===== src/rtl/flag_stack.sv =====
// flag_stack: live condition flags for the running context plus a LIFO of
// saved flag sets, one entry per interrupt nesting level.
module flag_stack #(
  parameter int unsigned NFLAGS = 4,
  parameter int unsigned DEPTH  = 4,
  localparam int unsigned LW    = $clog2(DEPTH + 1)
) (
  input  logic              clk,
  input  logic              rst,
  input  logic              clr,
  input  logic [NFLAGS-1:0] flags_in,
  input  logic [NFLAGS-1:0] upd,
  input  logic              int_enter,
  input  logic              int_exit,
  output logic [NFLAGS-1:0] flags_out,
  output logic [LW-1:0]     level,
  output logic              in_handler,
  output logic              err
);

  logic [NFLAGS-1:0] cur_q, cur_d;
  logic [NFLAGS-1:0] stack_q [DEPTH];
  logic [NFLAGS-1:0] stack_d [DEPTH];
  logic [LW-1:0]     level_q, level_d;
  logic              err_q, err_d;

  logic push, pop, chain;
  logic at_full, at_empty;

  assign push     = int_enter & ~int_exit;
  assign pop      = int_exit & ~int_enter;
  assign chain    = int_enter & int_exit;
  assign at_full  = (level_q == LW'(DEPTH));
  assign at_empty = (level_q == '0);

  // Next-state: clr beats context events, which beat per-bit flag updates.
  always_comb begin
    cur_d   = cur_q;
    stack_d = stack_q;
    level_d = level_q;
    err_d   = err_q;
    if (clr) begin
      cur_d   = '0;
      level_d = '0;
      err_d   = 1'b0;
      for (int unsigned i = 0; i < DEPTH; i++) begin
        stack_d[i] = '0;
      end
    end else if (chain) begin
      // Tail-chain: the next handler starts clean at the same depth.
      cur_d = '0;
    end else if (push) begin
      if (at_full) begin
        err_d = 1'b1;
      end else begin
        for (int unsigned i = 0; i < DEPTH; i++) begin
          if (LW'(i) == level_q) begin
            stack_d[i] = cur_q;
          end
        end
        level_d = level_q + LW'(1);
        cur_d   = '0;
      end
    end else if (pop) begin
      if (at_empty) begin
        err_d = 1'b1;
      end else begin
        for (int unsigned i = 0; i < DEPTH; i++) begin
          if (LW'(i) == level_q - LW'(1)) begin
            cur_d      = stack_q[i];
            stack_d[i] = '0;
          end
        end
        level_d = level_q - LW'(1);
      end
    end else begin
      cur_d = (cur_q & ~upd) | (flags_in & upd);
    end
  end

  // State registers; reset discards every saved context.
  always_ff @(posedge clk or posedge rst) begin
    if (rst) begin
      cur_q   <= '0;
      level_q <= '0;
      err_q   <= 1'b0;
      for (int unsigned i = 0; i < DEPTH; i++) begin
        stack_q[i] <= '0;
      end
    end else begin
      cur_q   <= cur_d;
      level_q <= level_d;
      err_q   <= err_d;
      for (int unsigned i = 0; i < DEPTH; i++) begin
        stack_q[i] <= stack_d[i];
      end
    end
  end

  assign flags_out  = cur_q;
  assign level      = level_q;
  assign in_handler = (level_q != '0);
  assign err        = err_q;

endmodule


===== config.mk =====
export PLATFORM = sky130hd
export DESIGN_NAME = flag_stack
export DESIGN_NICKNAME = d
export VERILOG_FILES = /design/src/rtl/flag_stack.sv
export SDC_FILE = /design/constraint.sdc
export NUM_CORES = 1
export LEC_CHECK = 0
export ABC_AREA = 1
export BUFFER_PORTS_ARGS = -buffer_cell sky130_fd_sc_hd__buf_2
export CAP_MARGIN = 20
export CORE_MARGIN = 1.5
export CORE_UTILIZATION = 25
export DETAILED_ROUTE_END_ITERATION = 6
export GPL_TIMING_DRIVEN = 0
export PLACE_DENSITY = 0.51
export SETUP_SLACK_MARGIN = 0.1
export SLEW_MARGIN = 30
export SYNTH_ARGS = -nofsm -noshare
export SYNTH_HDL_FRONTEND = slang
export SYNTH_SLANG_ARGS = --single-unit

===== constraint.sdc =====
create_clock -name clk -period 5.7 [get_ports clk]
set_clock_uncertainty 0.2 [all_clocks]
set_input_delay 0.285 -clock clk [delete_from_list [all_inputs] [get_ports clk]]
set_output_delay 0.285 -clock clk [all_outputs]
set_load 0.1 [all_outputs]

==> impl_results.md, run 1 <==
* Share of layout cells above drive strength 1 at 20.7%
* Final min period at 2350 ps
* CTS clk-pin slew, worst paths at 90 ps
* Post-synth top flop: dfrtp_1
* GR Overflow Total at 0
* Antenna cells at 0
* Max-slew headroom at 64.1%
* Critical-path top delay cell: dfrtp_1
* DRC Markers at 0
* Commonest cells post-synth: nand2_1, dfrtp_1, inv_1
* Tot GR Track Use at 11.9%
* Critical path fanouts, max at 8
* Top post-synthesis cells by area: dfrtp_1, nand2_1, inv_1
* Hpwl dp at 2700 µm
* Root buf cell: clkbuf_8
* Final Wtd Congestion at 0.778
* Synth unique cells at 22
* Post-synth EDFFs at 0
* Initial Util at 25.6%
* Max_cap viols at 0
* WL per Instance at 11.6 µm
* Post-DRT Antenna Nets at 0
* Pins over their slew limit at 0
* Setup_tns at 0 ps
* Clk buf depth at 2
* Crit path kind: reg -> out
* Async SR Flop Fraction at 100%
* First-pass detailed-route iteration total at 4
* Placed Instances at 302
* Cell Area, Synth at 1500 µm²
* # clock sinks at 24
* Finished Layout Cells at 307
* DR vias/cell at 4.42
* First-pass GRT wire length at 5910 µm
* R2R setup slack at 3550 ps
* TritonCTS Buffers at 3
* Maximum number of pins on one net before global-route repair at 25
* CP arrival at 1860 ps
* Yosys warnings at 0
* Post-CTS Resized at 0
* Die area at 6460 µm²
* I/O pins at 22
* CP Capture Type: output pin
* P_leak at 0.891 nW
* Fill cells at 655
* Hold Crit Class: in -> reg
* Die Y at 80.4 µm
* Vias at 1358
* #FFs+latches synth at 24
* Worst skew pair latency at 270 ps
* Pwr dens at 409 nW/µm²
* Max frequency at 0.426 GHz
* Final Hold Vio Count at 0
* DRT Wirelength at 3570 µm
* Status: complete, no violations
* IO buf count at 21
* Synth-to-layout area growth at 18.7%
* Total Nets Final at 252
* Unrepaired setup endpoints after global routing: false
* Core area at 5850 µm²
* Yosys top cell by area: dfrtp_1
* CTS HTree Levels at 1
* Worst-Margin Slew at 538 ps
* Initial antenna violation count at 0
* Die Width at 80.4 µm
* Cell chain of the critical path: inv_1 > ha_1 > buf_2 > inv_2 > nor2_2 > inv_1 > buf_2
* Average size of a mapped cell at 7.27 µm²
* Req. time, crit path at 5220 ps
* Worst setup SP type: register
* Final worst path period share at 41.2%
* Fin util at 30.4%
* Vias in the first global route at 1244
* Delay of the slowest critical-path stage at 440 ps
* Area share of the largest cell type after synthesis at 40.1%
* Mapped Cells at 206
* Iter 0 DRT Violations at 62
* Count leader, synth: nand2_1
* Fraction of the yosys area taken by sequential cells at 40.1%
* Mapped Nets at 225
* Final setup fails at 0
* Row cnt at 28
* Max IR drop VDD at 0.000144 V
* CTS tree: yes
[what timing repair did]
action / in CTS / in global routing
endpoints found under the setup margin: 0 / 0
endpoints found under the hold margin: 24 / 0
setup buffers: 0 / 0
hold buffers: 1 / 0
[cells by family (layout without fill, tap and decap cells)]
| kind of cell | after synthesis | count (layout) | synth area share [%] |
|---|---|---|---|
| fa+ha+maj | 6 | 6 | 5.01 |
| compound gates | 37 | 37 | 13.8 |
| buf+inv | 29 | 55 | 7.85 |
| flops | 24 | 24 | 40.1 |
| simple gates | 110 | 110 | 33.2 |
[flip-flops by register name, indices dropped and copies added, names as in the netlist]
name	flops
err	1
flags_out	4
level	3
stack_q	16
[critical path, delay by kind of cell, from the launching register on]
kind                       cells  cell delay, ps
DFF                            1             440
and+or+nand+nor                1             190
adders and majority gates      1             150
buffers and inverters          5             810
[path summary, 6_finish.rpt]
kind,start,to,cells past startpoint
max in group asynchronous,rst,stack_q[5]$_DFFE_PP0P_,3
min in group asynchronous,rst,level[1]$_DFFE_PP0P_,3
max,level[0]$_DFFE_PP0P_,in_handler,7
min reg2reg,stack_q[15]$_DFFE_PP0P_,stack_q[15]$_DFFE_PP0P_,2
min,clr,err$_DFFE_PP0P_,2
max reg2reg,level[0]$_DFFE_PP0P_,stack_q[5]$_DFFE_PP0P_,11
[area by class of cell]
type / count / area (µm²) / share of cell area (%)
Clock inverter: 1 / 30.0 / 1.69
Inverter: 27 / 101 / 5.70
Buffer: 2 / 16.3 / 0.915
Clock buffer: 3 / 41.3 / 2.32
Sequential cell: 24 / 601 / 33.8
Timing Repair Buffer: 22 / 115 / 6.47
Tap cell: 75 / 93.8 / 5.28
Multi-Input combinational cell: 153 / 779 / 43.8
[metrics by stage]
step	power, mW	cell area [µm²]	setup WS, ps	hold WS, ps
2_1_floorplan	0.502	1500	2680	99.6
3_3_place_gp	0.576	1700	3580	276
3_5_place_dp	0.577	1700	3570	165
4_1_cts	0.732	1780	3340	71.7
5_1_grt	0.774	1780	3220	107
6_report	0.727	1780	3350	71.4
[metal layers]
metal	GRT usage, %	routed length, µm	vias up
met1	16.5	1820	614
met2	19.1	1570	25
met4	3.10	36	0
met3	2.05	151	5
li1	-	-	714
met5	0	0	-
[placed cells by master, fill, tap and decap left out, drive strengths merged]
cell type	n
nand3	19
dfrtp	24
nand4	2
o211ai	2
nand3b	1
or2	1
inv	27
o21ai	31
ha	6
nor2	20
nand2	67
bufinv	1
a21oi	4
dlygate4sd3	1
clkbuf	3
buf	23
[power by group]
part	switching, mW	internal, mW
Combinational	0.276	0.0856
Sequential	0.0198	0.191
Clock	0.0603	0.0940
Total	0.356	0.370
No activity file was read; power rests on OpenSTA's default activity.
==> run 2, diff against run 1 <==
clock period = 2.3 ns   (was 5.7 ns; I/O delays follow)
==> run 2 against run 1 <==
Via count fell by 0.88%. Sequential share of layout area fell by 0.17 points. Critical path depth rose by 4. First-iteration DRC count rose by 29%. Global-route usage rose by 0.26 points. Critical path type is now reg -> reg. Clock power rose by 150%. Combinational power rose to 2.6 times the previous value. Wire length rose by 1.3%. Register-to-register slack got worse by 3300 ps.
==> impl_results.md, run 2 (synthesized netlist as in run 1, its figures left out) <==
* Status: complete, no violations
* Hpwl dp at 2690 µm (-0.53%)
* Maximum number of pins on one net before global-route repair at 25 (unchanged)
* Die Width at 80.4 µm (unchanged)
* TritonCTS Buffers at 3 (unchanged)
* First-pass detailed-route iteration total at 4 (unchanged)
* Iter 0 DRT Violations at 80 (+29%)
* Total Nets Final at 253 (+0.40%)
* Share of layout cells above drive strength 1 at 23.2% (+2.5 points)
* Max IR drop VDD at 0.000359 V (+150%)
* DRC Markers at 0 (unchanged)
* Final Hold Vio Count at 0 (unchanged)
* Fill cells at 631 (-3.7%)
* Reg power frac at 29.2% (+0.2 points)
* Placed Instances at 302 (unchanged)
* Fin util at 31.0% (+0.60 points)
* Crit path kind: reg -> reg
* Worst-Margin Slew at 544 ps (+6.08 ps)
* # clock sinks at 24 (unchanged)
* Critical-path top delay cell: dfrtp_4
* R2R setup slack at 210 ps (-3340 ps)
* Max frequency at 0.478 GHz
* CTS tree: yes
* Worst R2R Path Depth at 11 (unchanged)
* Largest register FFs at 16 (unchanged)
* Synth-to-layout area growth at 21.1%
* Critical path fanouts, max at 8 (unchanged)
* DRT Wirelength at 3620 µm (+1.3%)
* Antenna cells at 0 (unchanged)
* Vias at 1346 (-0.88%)
* Crit path buf inv count at 4 (-1)
* Hold Crit Class: in -> reg
* Cell chain of the critical path: inv_4 > ha_1 > buf_4 > inv_2 > nor2_4 > o21ai_2 > nand2_2 > inv_2 > nand3_2 > nand2_1 > o21ai_1
* Clk buf depth at 2 (unchanged)
* P_leak at 0.890 nW (-0.15%)
* CTS clk-pin slew, worst paths at 90 ps (about the same)
* Sw frac at 48.8% (-0.25 points)
* Req. time, crit path at 2260 ps (-2960 ps)
* GR Overflow Total at 0 (unchanged)
* Die area at 6460 µm² (unchanged)
* Pins over their slew limit at 0 (unchanged)
* Commonest non-fill, non-tap cells in the layout: nand2_1, dfrtp_1, buf_2
* Pwr dens at 1020 nW/µm² (+150%)
* Post-DRT Antenna Nets at 0 (unchanged)
* CP arrival at 2060 ps (+200 ps)
* Tot GR Track Use at 12.2% (+0.26 points)
* Combinational power share at 50.1% (+0.3 points)
* Initial Util at 25.6% (unchanged)
* Clk pwr share at 20.7% (-0.5 points)
* Int Power at 0.947 mW (+160%)
* Worst skew pair latency at 270 ps (about the same)
* Worst setup SP type: register
* PnR worst setup slack at 208 ps (-3150 ps)
* Finished Layout Cells at 308 (+0.33%)
* Unrepaired setup endpoints after global routing: false
* Most common cell after layout, fill and taps aside: nand2_1
* Post-CTS Setup Inserts at 0 (unchanged)
* Max-slew headroom at 63.7% (-0.41 points)
* First-pass GRT wire length at 6040 µm (+2.2%)
* Setup WS pre-CTS at 237 ps (-3340 ps)
* Root buf cell: clkbuf_8
* CP Capture Type: register
* Worst r2r src: level[0]$_DFFE_PP0P_
* IO buf count at 21 (unchanged)
* DR vias/cell at 4.37 (-1.2%)
* Initial antenna violation count at 0 (unchanged)
* Final worst path period share at 91.0%
* Sw Pwr at 0.901 mW (+150%)
* WL per Instance at 11.8 µm (+0.93%)
* Core area at 5850 µm² (unchanged)
* Delay of the slowest critical-path stage at 470 ps (+30 ps)
* HP Start: int_enter
* CTS HTree Levels at 1 (unchanged)
* Final Wtd Congestion at 0.779 (+0.15%)
* Final setup fails at 0 (unchanged)
* Most frequent CP cell: inv_2
* Final min period at 2090 ps
* Reg-to-reg critical path endpoint: stack_q[5]$_DFFE_PP0P_
* Row cnt at 28 (unchanged)
* Vias in the first global route at 1296 (+4.2%)
* Hold Crit Depth at 6 (+4)
* CP top delay family: flip-flops
* Die Y at 80.4 µm (unchanged)
* I/O pins at 22 (unchanged)
* Worst Hold Path EP: flags_out[0]$_DFFE_PP0P_
* Max_cap viols at 0 (unchanged)
* Largest Register: stack_q
[run 2: cell count changes in the layout (fill, tap and decap cells not counted), moves of 2 or more]
cell and change:
inv_1 -3, buf_2 -2, dfrtp_4 +2, buf_4 +2, dfrtp_1 -3
[run 2: area by class of cell]
cell class | count | area [µm²] | area share [%]
tap | 75 | 93.8 | 5.18
timing repair buffer | 23 | 128 | 7.04
multi-input combinational | 153 | 785 | 43.3
clock inverter | 1 | 30.0 | 1.66
sequential | 24 | 609 | 33.6
inverter | 27 | 108 | 5.94
clock buffer | 3 | 41.3 | 2.28
buffer | 2 | 18.8 | 1.04
[run 2: worst max path at each step]
stage / start / end / slack (ps) / cells after the start
final: level[0]$_DFFE_PP0P_ / stack_q[5]$_DFFE_PP0P_ / 210 / 11
after global routing: level[0]$_DFFE_PP0P_ / stack_q[4]$_DFFE_PP0P_ / 100 / 11
after CTS: level[0]$_DFFE_PP0P_ / in_handler / 150 / 7
after detailed placement: level[0]$_DFFE_PP0P_ / stack_q[5]$_DFFE_PP0P_ / 240 / 11
after global placement: level[0]$_DFFE_PP0P_ / stack_q[5]$_DFFE_PP0P_ / 250 / 11
after floorplan: level[1]$_DFFE_PP0P_ / err$_DFFE_PP0P_ / -70 / 9
[run 2: through the flow]
stage / hold slack, ps / TNS, ps / power [mW] / cell area (µm²)
6_report: 43.9 / 0 / 1.85 / 1810
5_1_grt: 101 / 0 / 1.97 / 1810
4_1_cts: 57.3 / 0 / 1.85 / 1810
3_5_place_dp: -7.47 / 0 / 1.46 / 1720
3_3_place_gp: 193 / 0 / 1.46 / 1720
2_1_floorplan: -70.4 / -71.4 / 1.28 / 1520
[run 2: worst min-delay path: stages]
cell and delay, ps:
buf_2 100, nor2_1 70, o21ai_0 80, nor2_1 50, nand2_1 50, nand2_1 40
[run 2: what timing repair did]
| action | in CTS | in global routing |
|---|---|---|
| endpoints found under the setup margin | 0 | 1 |
| gates resized for setup | 0 | 2 |
| endpoints found under the hold margin | 25 | 0 |
| hold buffers | 2 | 0 |
[run 2: power by group through the flow]
stage	clock network, mW	logic, mW	registers, mW
global route	0.408	1.01	0.550
detailed placement	0	0.914	0.549
CTS	0.388	0.921	0.540
finish	0.383	0.926	0.539
floorplan	0	0.548	0.733
global placement	0	0.920	0.544
[run 2: routing by layer]
metal  wire length, µm  share of wire [%]  global-route usage (%)  vias up
met3               158                4.4                    2.05        4
li1                  -                  -                       -      716
met2              1620                 45                    20.3       31
met1              1800                 50                    16.2      595
met5                 0                  0                       0        -
met4                34               0.94                    3.10        0
